[src/rtl/core_pkg.sv]
// Shared encodings for the core-side memory access path: store sizes, load kinds, FSM states.
package core_pkg;

  typedef enum logic [1:0] {
    SZ_BYTE = 2'b00,
    SZ_HALF = 2'b01,
    SZ_WORD = 2'b10,
    SZ_LOAD = 2'b11
  } store_size_e;

  localparam logic [2:0] F3_LB  = 3'b000;
  localparam logic [2:0] F3_LH  = 3'b001;
  localparam logic [2:0] F3_LW  = 3'b010;
  localparam logic [2:0] F3_LBU = 3'b100;
  localparam logic [2:0] F3_LHU = 3'b101;

  typedef enum logic [1:0] {
    S_IDLE = 2'd0,
    S_REQ  = 2'd1,
    S_DONE = 2'd2,
    S_ERR  = 2'd3
  } state_e;

  // 0 = byte, 1 = half, 2 = word; undefined load kinds behave as LW
  function automatic logic [1:0] access_width(input logic [1:0] size, input logic [2:0] funct3);
    if (size != SZ_LOAD) return size;
    case (funct3)
      F3_LB, F3_LBU: return 2'd0;
      F3_LH, F3_LHU: return 2'd1;
      default:       return 2'd2;
    endcase
  endfunction

  function automatic logic is_misaligned(input logic [1:0] size, input logic [2:0] funct3,
                                         input logic [1:0] offset);
    logic [1:0] width;
    width = access_width(size, funct3);
    return ((width == 2'd1) && offset[0]) || ((width == 2'd2) && (offset != 2'b00));
  endfunction

endpackage

[src/rtl/mem_access_unit_if.sv]
// Core request/response and memory-bus signals of the access unit, bundled with both-side views.
interface mem_access_if;
  logic        memory_en;
  logic [1:0]  store_size;
  logic [2:0]  funct3;
  logic [31:0] addr;
  logic [31:0] wdata;
  logic        stall;
  logic [31:0] rdata;
  logic        rdata_valid;
  logic        misaligned;
  logic        mem_req;
  logic        mem_we;
  logic [29:0] mem_addr;
  logic [3:0]  mem_wmask;
  logic [31:0] mem_wdata;
  logic        mem_ack;
  logic [31:0] mem_rdata;

  modport master (
    output memory_en, store_size, funct3, addr, wdata, mem_ack, mem_rdata,
    input  stall, rdata, rdata_valid, misaligned, mem_req, mem_we, mem_addr, mem_wmask, mem_wdata
  );

  modport slave (
    input  memory_en, store_size, funct3, addr, wdata, mem_ack, mem_rdata,
    output stall, rdata, rdata_valid, misaligned, mem_req, mem_we, mem_addr, mem_wmask, mem_wdata
  );
endinterface

[src/rtl/mem_access_unit_load_align.sv]
// Picks the addressed byte/half out of a read word and sign- or zero-extends it by load kind.
module load_align
  import core_pkg::*;
(
  input  logic [31:0] word_i,
  input  logic [1:0]  offset_i,
  input  logic [2:0]  kind_i,
  output logic [31:0] result_o
);

  logic [31:0] shifted;
  logic [7:0]  byte_sel;
  logic [15:0] half_sel;

  always_comb begin
    shifted  = word_i >> {offset_i, 3'b000};
    byte_sel = shifted[7:0];
    half_sel = shifted[15:0];
    case (kind_i)
      F3_LB:   result_o = {{24{byte_sel[7]}}, byte_sel};
      F3_LH:   result_o = {{16{half_sel[15]}}, half_sel};
      F3_LBU:  result_o = {24'h0, byte_sel};
      F3_LHU:  result_o = {16'h0, half_sel};
      default: result_o = word_i;
    endcase
  end

endmodule

[src/rtl/mem_access_unit.sv]
// Load/store sequencer between the core and a word-addressed memory with an ack handshake.
// state | meaning
// IDLE  | waiting for memory_en; checks alignment
// REQ   | mem_req held with stable address/mask/data until mem_ack
// DONE  | one cycle; rdata_valid pulses for loads
// ERR   | one cycle; misaligned pulses, no memory traffic
module mem_access_unit
  import core_pkg::*;
(
  input  logic         clk,
  input  logic         rst_n,
  mem_access_if.slave  bus
);

  state_e      state_q;
  logic        mem_req_q, mem_we_q, rdata_valid_q, misaligned_q, is_load_q;
  logic [29:0] mem_addr_q;
  logic [3:0]  mem_wmask_q, wmask_d;
  logic [31:0] mem_wdata_q, wdata_d, rdata_q, load_result;
  logic [2:0]  kind_q;
  logic [1:0]  offset_q;
  logic        misaligned_d;

  always_comb begin
    wmask_d = 4'b0000;
    wdata_d = bus.wdata;
    case (bus.store_size)
      SZ_BYTE: begin
        wmask_d = 4'b0001 << bus.addr[1:0];
        wdata_d = {4{bus.wdata[7:0]}};
      end
      SZ_HALF: begin
        wmask_d = 4'b0011 << bus.addr[1:0];
        wdata_d = {2{bus.wdata[15:0]}};
      end
      SZ_WORD: wmask_d = 4'b1111;
      default: ;
    endcase
  end

  assign misaligned_d = is_misaligned(bus.store_size, bus.funct3, bus.addr[1:0]);

  load_align u_load_align (
    .word_i   (bus.mem_rdata),
    .offset_i (offset_q),
    .kind_i   (kind_q),
    .result_o (load_result)
  );

  always_ff @(posedge clk or negedge rst_n) begin
    if (!rst_n) begin
      state_q       <= S_IDLE;
      mem_req_q     <= 1'b0;
      mem_we_q      <= 1'b0;
      mem_addr_q    <= '0;
      mem_wmask_q   <= '0;
      mem_wdata_q   <= '0;
      rdata_q       <= '0;
      rdata_valid_q <= 1'b0;
      misaligned_q  <= 1'b0;
      is_load_q     <= 1'b0;
      kind_q        <= '0;
      offset_q      <= '0;
    end else begin
      case (state_q)
        S_IDLE: begin
          if (bus.memory_en) begin
            if (misaligned_d) begin
              state_q      <= S_ERR;
              misaligned_q <= 1'b1;
            end else begin
              state_q     <= S_REQ;
              mem_req_q   <= 1'b1;
              mem_we_q    <= (bus.store_size != SZ_LOAD);
              is_load_q   <= (bus.store_size == SZ_LOAD);
              mem_addr_q  <= bus.addr[31:2];
              mem_wmask_q <= wmask_d;
              mem_wdata_q <= wdata_d;
              kind_q      <= bus.funct3;
              offset_q    <= bus.addr[1:0];
            end
          end
        end
        S_REQ: begin
          if (bus.mem_ack) begin
            state_q     <= S_DONE;
            mem_req_q   <= 1'b0;
            mem_we_q    <= 1'b0;
            mem_wmask_q <= 4'b0000;
            if (is_load_q) begin
              rdata_q       <= load_result;
              rdata_valid_q <= 1'b1;
            end
          end
        end
        S_DONE: begin
          rdata_valid_q <= 1'b0;
          state_q       <= S_IDLE;
        end
        S_ERR: begin
          misaligned_q <= 1'b0;
          state_q      <= S_IDLE;
        end
        default: state_q <= S_IDLE;
      endcase
    end
  end

  // Stall reacts to memory_en in the same cycle so the core freezes before acceptance.
  assign bus.stall       = ((state_q == S_IDLE) && bus.memory_en) || (state_q == S_REQ);
  assign bus.mem_req     = mem_req_q;
  assign bus.mem_we      = mem_we_q;
  assign bus.mem_addr    = mem_addr_q;
  assign bus.mem_wmask   = mem_wmask_q;
  assign bus.mem_wdata   = mem_wdata_q;
  assign bus.rdata       = rdata_q;
  assign bus.rdata_valid = rdata_valid_q;
  assign bus.misaligned  = misaligned_q;

endmodule

[src/flat_wrapper.sv]
// flat-port wrapper written by rule: the top's interface ports become plain ports
module mem_access_unit_flat import core_pkg::*;
  (clk, rst_n, bus_memory_en, bus_store_size, bus_funct3, bus_addr, bus_wdata, bus_mem_ack, bus_mem_rdata, bus_stall, bus_rdata, bus_rdata_valid, bus_misaligned, bus_mem_req, bus_mem_we, bus_mem_addr, bus_mem_wmask, bus_mem_wdata);
  mem_access_if bus_i ();
  input  logic clk;
  input  logic rst_n;
  input wire logic [$bits(bus_i.memory_en)-1:0] bus_memory_en;
  input wire logic [$bits(bus_i.store_size)-1:0] bus_store_size;
  input wire logic [$bits(bus_i.funct3)-1:0] bus_funct3;
  input wire logic [$bits(bus_i.addr)-1:0] bus_addr;
  input wire logic [$bits(bus_i.wdata)-1:0] bus_wdata;
  input wire logic [$bits(bus_i.mem_ack)-1:0] bus_mem_ack;
  input wire logic [$bits(bus_i.mem_rdata)-1:0] bus_mem_rdata;
  output wire logic [$bits(bus_i.stall)-1:0] bus_stall;
  output wire logic [$bits(bus_i.rdata)-1:0] bus_rdata;
  output wire logic [$bits(bus_i.rdata_valid)-1:0] bus_rdata_valid;
  output wire logic [$bits(bus_i.misaligned)-1:0] bus_misaligned;
  output wire logic [$bits(bus_i.mem_req)-1:0] bus_mem_req;
  output wire logic [$bits(bus_i.mem_we)-1:0] bus_mem_we;
  output wire logic [$bits(bus_i.mem_addr)-1:0] bus_mem_addr;
  output wire logic [$bits(bus_i.mem_wmask)-1:0] bus_mem_wmask;
  output wire logic [$bits(bus_i.mem_wdata)-1:0] bus_mem_wdata;
  assign bus_i.memory_en = bus_memory_en;
  assign bus_i.store_size = bus_store_size;
  assign bus_i.funct3 = bus_funct3;
  assign bus_i.addr = bus_addr;
  assign bus_i.wdata = bus_wdata;
  assign bus_i.mem_ack = bus_mem_ack;
  assign bus_i.mem_rdata = bus_mem_rdata;
  assign bus_stall = bus_i.stall;
  assign bus_rdata = bus_i.rdata;
  assign bus_rdata_valid = bus_i.rdata_valid;
  assign bus_misaligned = bus_i.misaligned;
  assign bus_mem_req = bus_i.mem_req;
  assign bus_mem_we = bus_i.mem_we;
  assign bus_mem_addr = bus_i.mem_addr;
  assign bus_mem_wmask = bus_i.mem_wmask;
  assign bus_mem_wdata = bus_i.mem_wdata;
  mem_access_unit u_core (.clk(clk), .rst_n(rst_n), .bus(bus_i));
endmodule
[config.mk]
export PLATFORM = sky130hd
export DESIGN_NAME = mem_access_unit_flat
export DESIGN_NICKNAME = d
export VERILOG_FILES = /design/src/rtl/core_pkg.sv /design/src/rtl/mem_access_unit_if.sv /design/src/rtl/mem_access_unit_load_align.sv /design/src/rtl/mem_access_unit.sv /design/src/flat_wrapper.sv
export SDC_FILE = /design/constraint.sdc
export NUM_CORES = 1
export LEC_CHECK = 0
export ABC_AREA = 1
export CAP_MARGIN = 20
export CORE_MARGIN = 2
export CORE_UTILIZATION = 30
export DETAILED_ROUTE_END_ITERATION = 7
export GPL_ROUTABILITY_DRIVEN = 0
export PLACE_DENSITY_LB_ADDON = 0.08
export SYNTH_ARGS = -nofsm -noshare
export SYNTH_HDL_FRONTEND = slang
export SYNTH_SLANG_ARGS = --single-unit
[constraint.sdc]
create_clock -name clk -period 1.78 [get_ports clk]
set_clock_uncertainty 0.15 [all_clocks]
set_input_delay 0.178 -clock clk [delete_from_list [all_inputs] [get_ports clk]]
set_output_delay 0.178 -clock clk [all_outputs]
set_load 0.05 [all_outputs]
==> impl_metrics.csv, run 1 <==
group,metric,value,unit
timing,min_period,1710,ps
timing,tightest_slew,473,ps
power_and_ir_drop,p_per_area,1990,nW/um^2
synthesis,synth_seq_cells,110,
synthesis,syn_area_per_cell,7.65,um^2
critical_path,crit_path_start_kind,"flop",
critical_path,end_kind,"output port",
placement,place_hpwl,12500,um
critical_path,worstSetupPathType,"flop to output port",
floorplan,io_pins,208,
critical_path,startpoint,"u_core.state_q[0]$_DFFE_PN0P_",
floorplan,start_util,0.305,
routing,vias,5275,
floorplan,die_w,139,um
global_route,gr-total-overflow,0,
clock_tree,cts_buffers,9,
clock_tree,cts_root_buf,"clkbuf_16",
clock_tree,insertion_delay,350,ps
power_and_ir_drop,leakage,4.27,nW
routing,wl,16200,um
synthesis,ys_seq_area_frac,0.502,
global_route,grtUsageTotal,0.170,
critical_path,timing.rr.start,"u_core.state_q[0]$_DFFE_PN0P_",
timing,setup_tns,0,ps
critical_path,crit_chain,"inv_1 > nand2_2 > nor2_2 > buf_6 > inv_1 > nand2_2 > buf_12",
timing,max_freq,586,MHz
synthesis,syn-num-nets,822,
timing,slew_violations,0,
synthesis,synth_edf_count,0,
floorplan,rows,49,
timing,setup_viol,0,
critical_path,crit_arrival,1380,ps
hold_path,hp-class,"primary input to asynchronous set/reset pin",
placement,io_buffers,207,
floorplan,die-area,19400,um^2
job,max_cap_viol_count,0,
global_route,grt_pass1_wl,26600,um
floorplan,die_y,139,um
layout,final_util,0.453,
synthesis,synth_top_cells_by_area,"dfrtp_1 (50%), nand2_1 (15%), inv_1 (7.1%)",
critical_path,worstReg2RegEnd,"u_core.bus.rdata[19]$_DFFE_PN0P_",
clock_tree,clockBufferDepth,2,
global_route,grt_pass1_vias,5351,
timing,hold_viol,0,
clock_tree,path_clk_slew,70,ps
clock_tree,cts.sink_count,110,
clock_tree,cts_htree_levels,3,
synthesis,synth.distinct_cells,21,
synthesis,synth_cells,717,
global_route,antenna_found_initial,0,
critical_path,cpMaxStageDelayCell,"dfrtp_2",
critical_path,path_max_fanout,2,
synthesis,yosysTopAreaCell,"dfrtp_1",
layout,areaGrowthSynthToFinish,48.5,%
critical_path,reg2reg_slack,150,ps
synthesis,yosysMostFrequentCell,"nand2_1",
layout,nets,1045,
routing,post_drt_wl_per_cell,13.8,um
placement,preCtsSetupSlack,-66.4,ps
critical_path,required,1450,ps
floorplan,core_area,18000,um^2
synthesis,yosys_warnings,0,
clock_tree,tritoncts,"done",
routing,drtPass1Iterations,4,
global_route,grt_max_degree,52,
routing,drc,0,
timing,slew_headroom,0.683,
critical_path,reg2reg_depth,8,
routing,dr.first_iter.drc_count,259,
timing,period_share,0.959,
timing,setup_ws,73.2,ps
synthesis,synthArstFlopShare,1.00,
synthesis,synthTopCellsByCount,"nand2_1 (216), dfrtp_1 (110), inv_1 (103)",
power_and_ir_drop,totalPowerFinal,16.2,mW
synthesis,netlist_area,5480,um^2
layout,drive_above_1_share,0.217,
routing,drtAntennaViolNets,0,
layout,antenna_cells,0,
critical_path,critPathMaxStageDelay,410,ps
power_and_ir_drop,ir_drop,0.933,mV
synthesis,synthFlopType,"dfrtp_1",
routing,via_per_inst,4.49,
synthesis,yosysTopAreaCellShare,0.502,
outcome,outcome,"completed",
## worst max-delay path: cells and delay by family (launching register included)
family / cells / cell delay [ps]
AND/OR/NAND/NOR: 3 / 240
flip-flops: 1 / 410
buffers and inverters: 4 / 370
## worst max-delay path by stage
stage | end | slack (ps) | depth (start not counted)
6_report | bus_stall | 70 | 7
5_1_grt | bus_stall | -10 | 7
4_1_cts | bus_stall | 9 | 7
3_5_place_dp | u_core.bus.mem_addr[13]$_DFFE_PN0P_ | -70 | 8
2_1_floorplan | u_core.bus.mem_wdata[0]$_DFFE_PN0P_ | 330 | 8
3_3_place_gp | u_core.bus.mem_addr[2]$_DFFE_PN0P_ | 7 | 8
## report_power, final
group	internal [mW]	switching, mW	total, mW
Combinational	3.01	6.46	9.48
Clock	1.33	0.981	2.31
Sequential	3.69	0.720	4.41
## logic make-up (layout without fill, tap and decap cells)
kind of cell	count (synthesis)	in the layout	synth area share
simple gates	305	305	0.240
compound gates	157	157	0.143
buf+inv	145	373	0.114
flops	110	110	0.502
## flip-flops by register name, indices dropped and copies added, names as in the netlist, 2 cells and up
signal	count
u_core.bus.mem_addr	30
u_core.bus.mem_wdata	32
u_core.bus.mem_wmask	4
u_core.bus.rdata	32
u_core.kind_q	3
u_core.offset_q	2
u_core.state_q	2
## layout by cell type (no fill, tap or decap), drive strengths merged
master,count
dfrtp,110
o21ai,91
clkdlybuf4s50,103
nand2,220
clkbuf,11
clkinv,3
buf,145
nor3,1
nand4,1
dlygate4sd3,1
bufinv,2
a21oi,66
or2,24
nand3,45
nor2,14
inv,108
## through the flow
step | instance area (um^2) | std cells | hold WS [ps]
6_report | 8140 | 1174 | 141
5_1_grt | 8140 | 1174 | 165
4_1_cts | 8120 | 1173 | 148
3_5_place_dp | 7760 | 1155 | -16.1
3_3_place_gp | 7760 | 1155 | -22.8
2_1_floorplan | 5480 | 717 | -268
## cell type report
class	instances	area, um^2
Sequential cell	110	2750
Timing Repair Buffer	249	2230
Fill cell	1823	9820
Clock inverter	5	88.8
Clock buffer	11	253
Multi-Input combinational cell	462	2120
Inverter	108	405
Tap cell	229	287
## what timing repair did
item / 4_1_cts / 5_1_grt
hold buffers: 1 / 0
hold endpoints to repair: 110 / 0
resized for setup: 1 / 4
buffers inserted: 1 / 1
endpoints found under the setup margin: 1 / 1
pin swaps: 0 / 1
## routing by layer
metal,up-vias,wire length (um),track usage
li1,2687,-,-
met1,2410,7260,0.217
met2,159,7570,0.279
met3,19,1020,0.0445
met4,0,328,0.0590
met5,-,0,0
Power figures use the tool's default switching activity.
==> inputs of run 2 (changes only) <==
CAP_MARGIN = unset   (was 20)
CTS_CLUSTER_DIAMETER = 30   (was unset)
==> results of run 2 <==
Final layout, timing and power as in run 1 (identical DEF).
==> inputs of run 3 (changes only) <==
CTS_CLUSTER_DIAMETER = 120   (was 30)
TNS_END_PERCENT = 5   (was unset)
==> results of run 3 <==
Final layout, timing and power as in run 1 (identical DEF).
